$ cat src/rtl/stream_length_finder.sv
// Streaming null-terminated string length finder.
// Words of CHARS characters arrive over a valid/ready handshake; lane 0 is the
// most significant character and is scanned first. The character count up to
// the first all-zero character is reported with a held result handshake, and
// saturates at 2^LEN_W-1 with a sticky overflow flag.
module stream_length_finder #(
  parameter int CHAR_W = 8,
  parameter int CHARS  = 8,
  parameter int LEN_W  = 8
) (
  input  logic                    clk,
  input  logic                    reset,
  input  logic [CHARS*CHAR_W-1:0] in_data,
  input  logic                    in_valid,
  output logic                    in_ready,
  output logic [LEN_W-1:0]        length,
  output logic                    overflow,
  output logic                    len_valid,
  input  logic                    out_ready
);

  localparam int NZ_W  = $clog2(CHARS + 1);
  localparam int SUM_W = LEN_W + NZ_W;
  localparam logic [LEN_W-1:0] MAX_LEN = {LEN_W{1'b1}};

  typedef enum logic [1:0] {
    IDLE = 2'd0,
    SCAN = 2'd1,
    HOLD = 2'd2
  } state_t;

  state_t             state_q, state_d;
  logic [LEN_W-1:0]   count_q, count_d;
  logic               ovf_q, ovf_d;
  logic [LEN_W-1:0]   length_q, length_d;
  logic               overflow_q, overflow_d;
  logic               len_valid_q, len_valid_d;

  logic               accept_s;
  logic               found_s;
  logic [NZ_W-1:0]    nz_s;
  logic [SUM_W-1:0]   sum_s;
  logic [LEN_W-1:0]   count_sat_s;
  logic               ovf_next_s;

  assign in_ready  = (state_q != HOLD);
  assign accept_s  = in_valid & in_ready;
  assign length    = length_q;
  assign overflow  = overflow_q;
  assign len_valid = len_valid_q;

  // Locate the first all-zero lane, scanning from the most significant character.
  always_comb begin
    found_s = 1'b0;
    nz_s    = NZ_W'(CHARS);
    for (int i = 0; i < CHARS; i++) begin
      if (!found_s && (in_data[(CHARS-i)*CHAR_W-1 -: CHAR_W] == {CHAR_W{1'b0}})) begin
        found_s = 1'b1;
        nz_s    = NZ_W'(i);
      end else begin
        found_s = found_s;
      end
    end
  end

  // Add this word's characters to the running count, saturating at the maximum length.
  always_comb begin
    sum_s = SUM_W'(count_q) + SUM_W'(nz_s);
    if (sum_s > SUM_W'(MAX_LEN)) begin
      count_sat_s = MAX_LEN;
      ovf_next_s  = 1'b1;
    end else begin
      count_sat_s = sum_s[LEN_W-1:0];
      ovf_next_s  = ovf_q;
    end
  end

  // Next-state and result logic; nothing moves unless a word or the result is transferred.
  always_comb begin
    state_d     = state_q;
    count_d     = count_q;
    ovf_d       = ovf_q;
    length_d    = length_q;
    overflow_d  = overflow_q;
    len_valid_d = len_valid_q;
    case (state_q)
      IDLE, SCAN: begin
        if (accept_s) begin
          count_d = count_sat_s;
          ovf_d   = ovf_next_s;
          if (found_s) begin
            state_d     = HOLD;
            length_d    = count_sat_s;
            overflow_d  = ovf_next_s;
            len_valid_d = 1'b1;
          end else begin
            state_d = SCAN;
          end
        end else begin
          state_d = state_q;
        end
      end
      HOLD: begin
        if (out_ready) begin
          state_d     = IDLE;
          count_d     = {LEN_W{1'b0}};
          ovf_d       = 1'b0;
          overflow_d  = 1'b0;
          len_valid_d = 1'b0;
        end else begin
          state_d = HOLD;
        end
      end
      default: begin
        state_d     = IDLE;
        count_d     = {LEN_W{1'b0}};
        ovf_d       = 1'b0;
        len_valid_d = 1'b0;
      end
    endcase
  end

  // State and output registers with synchronous reset.
  always_ff @(posedge clk) begin
    if (reset) begin
      state_q     <= IDLE;
      count_q     <= {LEN_W{1'b0}};
      ovf_q       <= 1'b0;
      length_q    <= {LEN_W{1'b0}};
      overflow_q  <= 1'b0;
      len_valid_q <= 1'b0;
    end else begin
      state_q     <= state_d;
      count_q     <= count_d;
      ovf_q       <= ovf_d;
      length_q    <= length_d;
      overflow_q  <= overflow_d;
      len_valid_q <= len_valid_d;
    end
  end

endmodule
$ cat config.mk
export PLATFORM = sky130hd
export DESIGN_NAME = stream_length_finder
export DESIGN_NICKNAME = d
export VERILOG_FILES = /design/src/rtl/stream_length_finder.sv
export SDC_FILE = /design/constraint.sdc
export NUM_CORES = 1
export LEC_CHECK = 0
export ABC_AREA = 1
export BUFFER_PORTS_ARGS = -buffer_cell sky130_fd_sc_hd__buf_2
export CAP_MARGIN = 5
export CORE_UTILIZATION = 30
export CTS_CLUSTER_SIZE = 12
export DETAILED_ROUTE_END_ITERATION = 8
export PLACE_DENSITY_LB_ADDON = 0.15
export SYNTH_ARGS = -nofsm -noshare
export SYNTH_HDL_FRONTEND = slang
export SYNTH_SLANG_ARGS = --single-unit
$ cat constraint.sdc
create_clock -name clk -period 7.3 [get_ports clk]
set_clock_uncertainty 0.05 [all_clocks]
set_input_delay 1.46 -clock clk [delete_from_list [all_inputs] [get_ports clk]]
set_output_delay 1.46 -clock clk [all_outputs]
set_load 0.01 [all_outputs]
==> impl_metrics.ini, run 1 <==
[outcome]
outcome = complete, no violations

[sta]
grt_setup_unrepaired = false
min_period_ns = 4.05
slew_headroom_pct = 58.3
clock.fmax_mhz = 247
hold_viol = 0
period_share_pct = 55.5
fin_tns_setup_ns = 0
maxSlewViolCount = 0
worst_pin_slew_ns = 0.624
finalSetupViolCount = 0

[run]
max_cap_viol_count = 0

[clocking]
cts_num_sinks = 21
ctsResizeCount = 0
clockBufferDepth = 2
cts-root-buf = clkbuf_8
cts_hold_buf = 0
cts_made_buffers = 3
htreeDepth = 1
clk_pin_slew_worst_paths_ns = 0.07
tritoncts = yes
clk-insertion-delay-late_ns = 0.26
cts_setup_buffers = 0

[setup_path]
crit_path_start_kind = primary input
cp.depth = 20
crit_path_start = in_data[39]
arrival_ns = 4.21
r2r-end = overflow
end_kind = register
crit_top_cell = nor2_1
reg2regPathDepth = 11
rr_startpoint = count_q[0]
critPathRequiredTime_ns = 7.46
crit_family = simple AND/OR/NAND/NOR gates
path_class = primary input to register
crit_end = overflow
cpPeakStageDelay_ns = 0.37
crit_chain = buf_2, nor2_1, nand2_1, nor2_1, nor2_1, nand3_1, nor2_1, nand3_1, o221ai_1, ha_1, inv_1, fa_1, nor2_1, o21ai_0, nand2_1, nand2_1, nor2_1, or2_2, nand4_1, nand2_1
critPathMaxFanout = 7
cp_slowest_cell = fa_1
regToRegSetupSlack_ns = 5.06
critPathBufInv = 2

[yosys]
synth.area.top_cells = dfxtp_1 29%, nor2_1 15%, nand2_1 12%
synthArstFlopShare_pct = 0
syn_nets = 300
syn_area_um2 = 1450
synth_mux_area_share_pct = 0
synth-xor-area-share_pct = 0
yosysUniqueCellTypes = 27
syn_area_per_cell_um2 = 6.38
yosysSeqAreaShare_pct = 29.0
synth_edf_count = 0
synth_top_family_by_area = simple AND/OR/NAND/NOR gates
ys_warn_count = 0
synth-main-ff-cell = dfxtp_1
synth-adder-area-share_pct = 4.84
synth_compound_area_share_pct = 15.4
synth_cells = 227
yosysTopAreaCell = dfxtp_1
yosys.area.top_type_share_pct = 29.0
synth_simple_gate_area_share_pct = 40.7
synth_seq_cells = 21

[layout]
area_growth_pct = 30.7
final_util_pct = 42.1
fill_cells = 495
regArea_um2 = 420
fin_nets = 378
final_layout_size_suffix_gt1_share_pct = 31.9
multi_input_area_um2 = 882
diodes = 0

[global_route]
grt_usage_pct = 15.0
grt_max_degree = 28
grt_pass1_wl_um = 6130
overflow = 0
grt_antenna_before_repair = 0
grt_pass1_vias = 1570

[die]
dieArea_um2 = 5110
rows = 24
dieWidth_um = 71.5
core_region_area_um2 = 4500
die_h_um = 71.5
start_util_pct = 32.2
io_pins = 79

[pwr]
p_sw_mw = 0.0624
power.density_nw_per_um2 = 127
pwr-share-seq_pct = 49.4
internal-power_mw = 0.178
comb_power_share_pct = 18.7
vdd_drop_max_uv = 103
sw_frac_of_total_pct = 26.0
pwr-share-clk_pct = 31.9
leakage_nw = 0.965

[route]
first_iter_violations = 74
ant_nets = 0
routedWlPerCell_um = 9.78
vias = 1627
dr.pass1.iters = 4
viasPerCell = 4.57
drc = 0
routed_wl_um = 3480

[place]
place_hpwl_um = 2820
gp_congestion = 0.765
portBuffers = 78

[worst_hold_path]
hold_path.class = register to register
## kinds of logic (layout without fill, tap and decap cells)
group	after synthesis	in the layout
AND/OR/NAND/NOR	136	136
AO/OA/AOI/OAI	37	37
buffers and inverters	28	105
flip-flops	21	21
adder cells (fa/ha/maj)	5	5
## metal layers
layer / track usage, % / wire, um / vias up
met5: 0 / 0 / -
met4: 5.88 / 49 / 0
met3: 4.08 / 128 / 7
met2: 27.3 / 1750 / 32
met1: 16.6 / 1550 / 702
li1: - / - / 886
## Yosys cell counts, types with 2 or more instances
library cell	instances
inv_2	2
nand4_1	6
o21ai_0	8
nor4_1	2
nor2_1	57
dfxtp_1	21
or2_2	2
a21oi_1	18
o21bai_1	2
nand3_1	15
a21oi_2	6
nor2_4	3
inv_1	20
buf_6	2
nand2_1	48
ha_1	4
## through the flow
stage	hold slack (ns)	area [um2]	total power, mW	std cells	setup slack, ns
2_1_floorplan	0.398	1450	0.147	227	3.48
3_3_place_gp	0.404	1850	0.167	352	3.10
3_5_place_dp	0.403	1850	0.167	352	3.01
4_1_cts	0.420	1890	0.244	356	3.25
5_1_grt	0.440	1890	0.256	356	2.78
6_report	0.414	1890	0.240	356	3.25
## worst reg2reg max path, stage by stage, from the launching register on
cell     delay [ns]
dfxtp_1        0.35
ha_1           0.17
inv_1          0.05
fa_1           0.37
nor2_1         0.14
o21ai_0        0.08
nand2_1        0.13
nand2_1        0.12
nor2_1         0.34
or2_2          0.20
nand4_1        0.09
nand2_1        0.10
## state kept, by name (all words and copies together), names as in the netlist
signal	count
len_valid	1
state_q	2
count_q	8
ovf_q	1
length	8
overflow	1
## placed cells by master, fill, tap and decap left out, drive strengths merged
cell type and instances:
a41oi 1, dfxtp 21, ha 4, nand2 48, nand3 16, nor4 2
or2 3, o21ai 8, o221ai 1, inv 23, nor2 60, fa 1
a21oi 24, o21bai 2, clkbuf 4, nor3 1, buf 78, nand4 6
o21a 1
## how the worst min path moves through the flow
stage | startpoint | to | slack [ns] | depth (start not counted)
final | len_valid | len_valid | 0.41 | 2
after global routing | count_q[3] | count_q[3] | 0.44 | 2
after CTS | len_valid | len_valid | 0.42 | 2
after detailed placement | len_valid | len_valid | 0.40 | 2
after global placement | len_valid | len_valid | 0.40 | 2
after floorplan | count_q[0] | count_q[0] | 0.40 | 2
## area by class of cell
type | count | area share, %
flip-flops and latches | 21 | 22.2
repair buffers | 78 | 20.6
clock buffers | 4 | 2.38
multi-input cells | 178 | 46.6
well taps | 52 | 3.43
inverters | 23 | 4.82
## power by group through the flow
stage | Combinational (mW) | Sequential, mW | Clock [mW]
floorplan | 0.0253 | 0.122 | 0
global placement | 0.0450 | 0.121 | 0
detailed placement | 0.0454 | 0.122 | 0
CTS | 0.0455 | 0.119 | 0.0795
global route | 0.0517 | 0.119 | 0.0850
finish | 0.0449 | 0.119 | 0.0766
(Power assumes the default switching activity.)
==> run 2: changes to the inputs <==
--- a/config.mk
+++ b/config.mk
@@ -5,7 +5,7 @@
 export SDC_FILE = /design/constraint.sdc
 export NUM_CORES = 1
 export LEC_CHECK = 0
-export ABC_AREA = 1
+export ABC_AREA = 0
 export BUFFER_PORTS_ARGS = -buffer_cell sky130_fd_sc_hd__buf_2
 export CAP_MARGIN = 5
 export CORE_UTILIZATION = 30
==> constraint.sdc (replaced) <==
create_clock -name clk -period 4 [get_ports clk]
set_clock_uncertainty 0.05 [all_clocks]
set_input_delay 0.8 -clock clk [delete_from_list [all_inputs] [get_ports clk]]
set_output_delay 0.8 -clock clk [all_outputs]
set_load 0.01 [all_outputs]
==> impl_metrics.ini, run 2 <==
[outcome]
outcome = complete, no violations

[global_route]
overflow = 0
grt_pass1_vias = 1442
grt_antenna_before_repair = 0
grt_max_degree = 29
grt_usage_pct = 16.1
grt_pass1_wl_um = 6490

[yosys]
synth-main-ff-cell = dfxtp_1
ys_warn_count = 0
yosysTopAreaCell = dfxtp_1
synthArstFlopShare_pct = 0
synth_edf_count = 0
synth_seq_cells = 21
yosys.area.top_type_share_pct = 30.2
yosysUniqueCellTypes = 45
yosysSeqAreaShare_pct = 30.2
syn_nets = 241
syn_area_per_cell_um2 = 8.30
synth_commonest_cells = 21 x dfxtp_1, 16 x nor4_1, 15 x nand2_1, 15 x nor2_1, 10 x a21oi_1
synth_most_common_cell = dfxtp_1
synth_cells = 168
synth.area.top_cells = dfxtp_1 30%, nor4_1 7.2%, nand2_1 4.0%
syn_area_um2 = 1390

[pwr]
pwr-share-clk_pct = 32.9
vdd_drop_max_uv = 176
pwr-share-seq_pct = 49.9
internal-power_mw = 0.321
sw_frac_of_total_pct = 25.9
leakage_nw = 0.842
p_sw_mw = 0.112
power.density_nw_per_um2 = 231
comb_power_share_pct = 17.2

[setup_path]
critPathRequiredTime_ns = 4.09
arrival_ns = 3.51
critPathMaxFanout = 5
end_kind = register
crit_path_start_kind = primary input
path_class = primary input to register

[route]
dr.pass1.iters = 4
routed_wl_um = 3800
route.met2.wl_um = 1880
wl_met1_um = 1780
ant_nets = 0
routedWlPerCell_um = 12.8
drc = 0
maxUsedRoutingLayer = met4
vias = 1505
first_iter_violations = 67
wl_met3_um = 126
viasPerCell = 5.05

[clocking]
htreeDepth = 1
cts-root-buf = clkbuf_8
cts_made_buffers = 3
cts_setup_buffers = 0
cts_num_sinks = 21
clk_pin_slew_worst_paths_ns = 0.08
clk-insertion-delay-late_ns = 0.26
clockBufferDepth = 2
ctsResizeCount = 0
cts_hold_buf = 0
tritoncts = yes

[die]
io_pins = 79
dieArea_um2 = 4920
core_region_area_um2 = 4410
start_util_pct = 31.6
dieWidth_um = 70.2
die_h_um = 70.2
rows = 24

[sta]
setup_ws_ns = 0.586
worst_pin_slew_ns = 0.615
maxSlewViolCount = 0
holdWs_ns = 0.403
clock.fmax_mhz = 293
slew_headroom_pct = 59.0
grt_setup_unrepaired = false
hold_viol = 0
min_period_ns = 3.41
period_share_pct = 85.4
finalSetupViolCount = 0
fin_tns_setup_ns = 0

[place]
dpl_cell_area_um2 = 1830
pre_cts_slack_ns = 0.330
gp_congestion = 0.826
portBuffers = 78
place_hpwl_um = 3050
place_inst = 294

[worst_hold_path]
hold_path.class = register to register

[layout]
mostFrequentLayoutCell = buf_2
final_cell_mix = 78 x buf_2, 21 x dfxtp_1, 16 x nor4_1
area_growth_pct = 34.3
regArea_um2 = 420
fin_cells = 298
fill_cells = 483
diodes = 0
fin_area_um2 = 1870
final_layout_size_suffix_gt1_share_pct = 38.6
fin_nets = 320
multi_input_area_um2 = 912

[run]
max_cap_viol_count = 0
-- run 2: cell count changes after synthesis, sizes merged, moves of 4 or more --
cell	change
nand2b	+7
inv	-17
nand3	-15
nand4	-4
a211oi	+6
nand2	-33
mux2i	+4
nor4	+14
a21oi	-12
nor2	-43
-- run 2: metrics by stage --
step	power (mW)	utilization, %
floorplan	0.257	-
global placement	0.295	41.4
detailed placement	0.295	41.4
CTS	0.438	42.4
global route	0.459	42.4
finish	0.433	42.4
-- run 2: routing by layer --
layer / global-route usage [%] / up-vias
met3: 3.90 / 5
met2: 27.5 / 19
li1: - / 790
met5: 0 / -
met4: 2.89 / 0
met1: 20.8 / 691
-- run 2: worst max-delay path: stages --
cell and delay, ns:
buf_2 0.10, nor4_1 0.37, nand2_1 0.14, and4_1 0.28, a32o_1 0.24, ha_1 0.20, inv_1 0.07, fa_1 0.19
nand2b_1 0.21, a21oi_2 0.09, or4b_1 0.54, a32oi_1 0.21, nor2_1 0.06
-- run 2: logic make-up (layout without fill, tap and decap cells) --
kind of cell,count (synthesis),in the layout,synth area share (%)
flip-flops,21,21,30.2
buffers and inverters,12,90,4.40
adder cells (fa/ha/maj),5,5,5.03
multiplexers,6,6,5.03
XOR/XNOR,1,1,0.628
AND/OR/NAND/NOR,73,73,28.8
AO/OA/AOI/OAI,50,50,25.9
-- run 2: layout make-up --
class	instances	share of cell area, %
flip-flops and latches	21	22.5
inverters	6	1.20
multi-input cells	135	48.7
clock inverters	1	0.267
well taps	52	3.48
repair buffers	80	21.7
clock buffers	3	2.21
-- run 2: path summary, 6_finish.rpt --
path / start / end / slack (ns) / cells past startpoint
setup / recovery: in_data[41] / count_q[7] / 0.59 / 13
hold reg to reg: length[3] / length[3] / 0.40 / 2
hold / removal: length[3] / length[3] / 0.40 / 2
setup reg to reg: count_q[0] / length[6] / 1.79 / 8
-- run 2: power by group through the flow --
stage | Sequential (mW) | Clock (mW) | Combinational [mW]
2_1_floorplan | 0.219 | 0 | 0.0377
3_3_place_gp | 0.221 | 0 | 0.0738
3_5_place_dp | 0.221 | 0 | 0.0741
4_1_cts | 0.216 | 0.148 | 0.0744
5_1_grt | 0.217 | 0.159 | 0.0829
6_report | 0.216 | 0.143 | 0.0744
==> run 3: changes to the inputs <==
--- a/config.mk
+++ b/config.mk
@@ -12,6 +12,7 @@
 export CTS_CLUSTER_SIZE = 12
 export DETAILED_ROUTE_END_ITERATION = 8
 export PLACE_DENSITY_LB_ADDON = 0.15
+export RECOVER_POWER = 25
 export SYNTH_ARGS = -nofsm -noshare
 export SYNTH_HDL_FRONTEND = slang
 export SYNTH_SLANG_ARGS = --single-unit
==> impl_metrics.ini, run 3 (synthesized netlist as in run 2, its figures left out) <==
[outcome]
outcome = complete, no violations

[pwr]
internal-power_mw = 0.321
sw_frac_of_total_pct = 25.9
p_sw_mw = 0.112
power.density_nw_per_um2 = 233
pwr-share-clk_pct = 33.0
comb_power_share_pct = 17.1
vdd_drop_max_uv = 176
leakage_nw = 0.806
pwr-share-seq_pct = 49.9

[sta]
hold_viol = 0
finalSetupViolCount = 0
clock.fmax_mhz = 293
slew_headroom_pct = 59.8
min_period_ns = 3.42
period_share_pct = 85.4
grt_setup_unrepaired = false
setup_ws_ns = 0.584
fin_tns_setup_ns = 0
worst_pin_slew_ns = 0.603
maxSlewViolCount = 0

[route]
first_iter_violations = 66
vias = 1507
viasPerCell = 5.06
dr.pass1.iters = 4
drc = 0
routed_wl_um = 3810
ant_nets = 0
routedWlPerCell_um = 12.8

[setup_path]
critPathMaxFanout = 5
crit_path_start_kind = primary input
path_class = primary input to register
cp_slowest_cell = or4b_1
crit_chain = buf_2, nor4_1, nand2_1, and4_1, a32o_1, ha_1, inv_1, fa_1, nand2b_1, a21oi_2, or4b_1, a32oi_1, nor2_1
cpPeakStageDelay_ns = 0.54
critPathRequiredTime_ns = 4.09
arrival_ns = 3.51
critPathBufInv = 2
end_kind = register
crit_family = simple AND/OR/NAND/NOR gates
regToRegSetupSlack_ns = 1.79

[clocking]
tritoncts = yes
cts_num_sinks = 21
cts_hold_buf = 0
cts-root-buf = clkbuf_8
cts_made_buffers = 3
clk_pin_slew_worst_paths_ns = 0.08
clockBufferDepth = 2
clk-insertion-delay-late_ns = 0.26
ctsResizeCount = 0
cts_setup_buffers = 0
htreeDepth = 1

[layout]
diodes = 0
fin_cells = 298
final_cell_mix = 70 x buf_2, 21 x dfxtp_1, 16 x nor4_1
final_util_pct = 42.2
fin_nets = 320
final_layout_size_suffix_gt1_share_pct = 35.4
fill_cells = 489
mostFrequentLayoutCell = buf_2
area_growth_pct = 33.6
fin_area_um2 = 1860

[die]
io_pins = 79
start_util_pct = 31.6
core_region_area_um2 = 4410
rows = 24
die_h_um = 70.2
dieWidth_um = 70.2
dieArea_um2 = 4920

[global_route]
grt_max_degree = 29
grt_antenna_before_repair = 0
grt_pass1_wl_um = 6490
overflow = 0
grt_usage_pct = 16.1
grt_pass1_vias = 1442

[place]
place_hpwl_um = 3050
dpl_cell_area_um2 = 1830
place_inst = 294
gp_congestion = 0.826
portBuffers = 78
pre_cts_slack_ns = 0.330

[run]
max_cap_viol_count = 0

[worst_hold_path]
hold_path.class = register to register
[run 3: through the flow]
stage | hold WS [ns] | total power, mW
final | 0.406 | 0.433
after global routing | 0.422 | 0.459
after CTS | 0.408 | 0.438
after detailed placement | 0.396 | 0.295
after global placement | 0.392 | 0.295
after floorplan | 0.386 | 0.257
[run 3: cell type report]
type	instances	area [um2]	area share (%)
multi-input cells	135	912	49.0
clock inverters	1	5.00	0.269
flip-flops and latches	21	420	22.6
well taps	52	65.1	3.49
repair buffers	80	395	21.2
clock buffers	3	41.3	2.22
inverters	6	22.5	1.21
[run 3: power by group through the flow]
stage	Sequential [mW]	Combinational, mW	Clock (mW)
floorplan	0.219	0.0377	0
global placement	0.221	0.0738	0
detailed placement	0.221	0.0741	0
CTS	0.216	0.0744	0.148
global route	0.217	0.0828	0.159
finish	0.216	0.0741	0.143
[run 3: metal layers]
layer  wire [um]  vias to the layer above  part of all wire (%)  GRT usage (%)
li1            -                      791                     -              -
met1        1750                      689                    46           20.8
met2        1880                       22                    49           27.5
met3         160                        5                   4.2           3.90
met4          20                        0                  0.52           2.89
met5           0                        -                     0              0
[run 3: worst min-delay path, stage by stage, from the launching register on]
cell,delay (ns)
dfxtp_1,0.31
inv_1,0.05
a211oi_1,0.05
[run 3: final timing paths]
path / start / endpoint / cells past startpoint
worst max-delay path: in_data[41] / count_q[7] / 13
worst min-delay path: length[3] / length[3] / 2
worst max register to register: count_q[0] / length[6] / 8
worst min register to register: length[3] / length[3] / 2
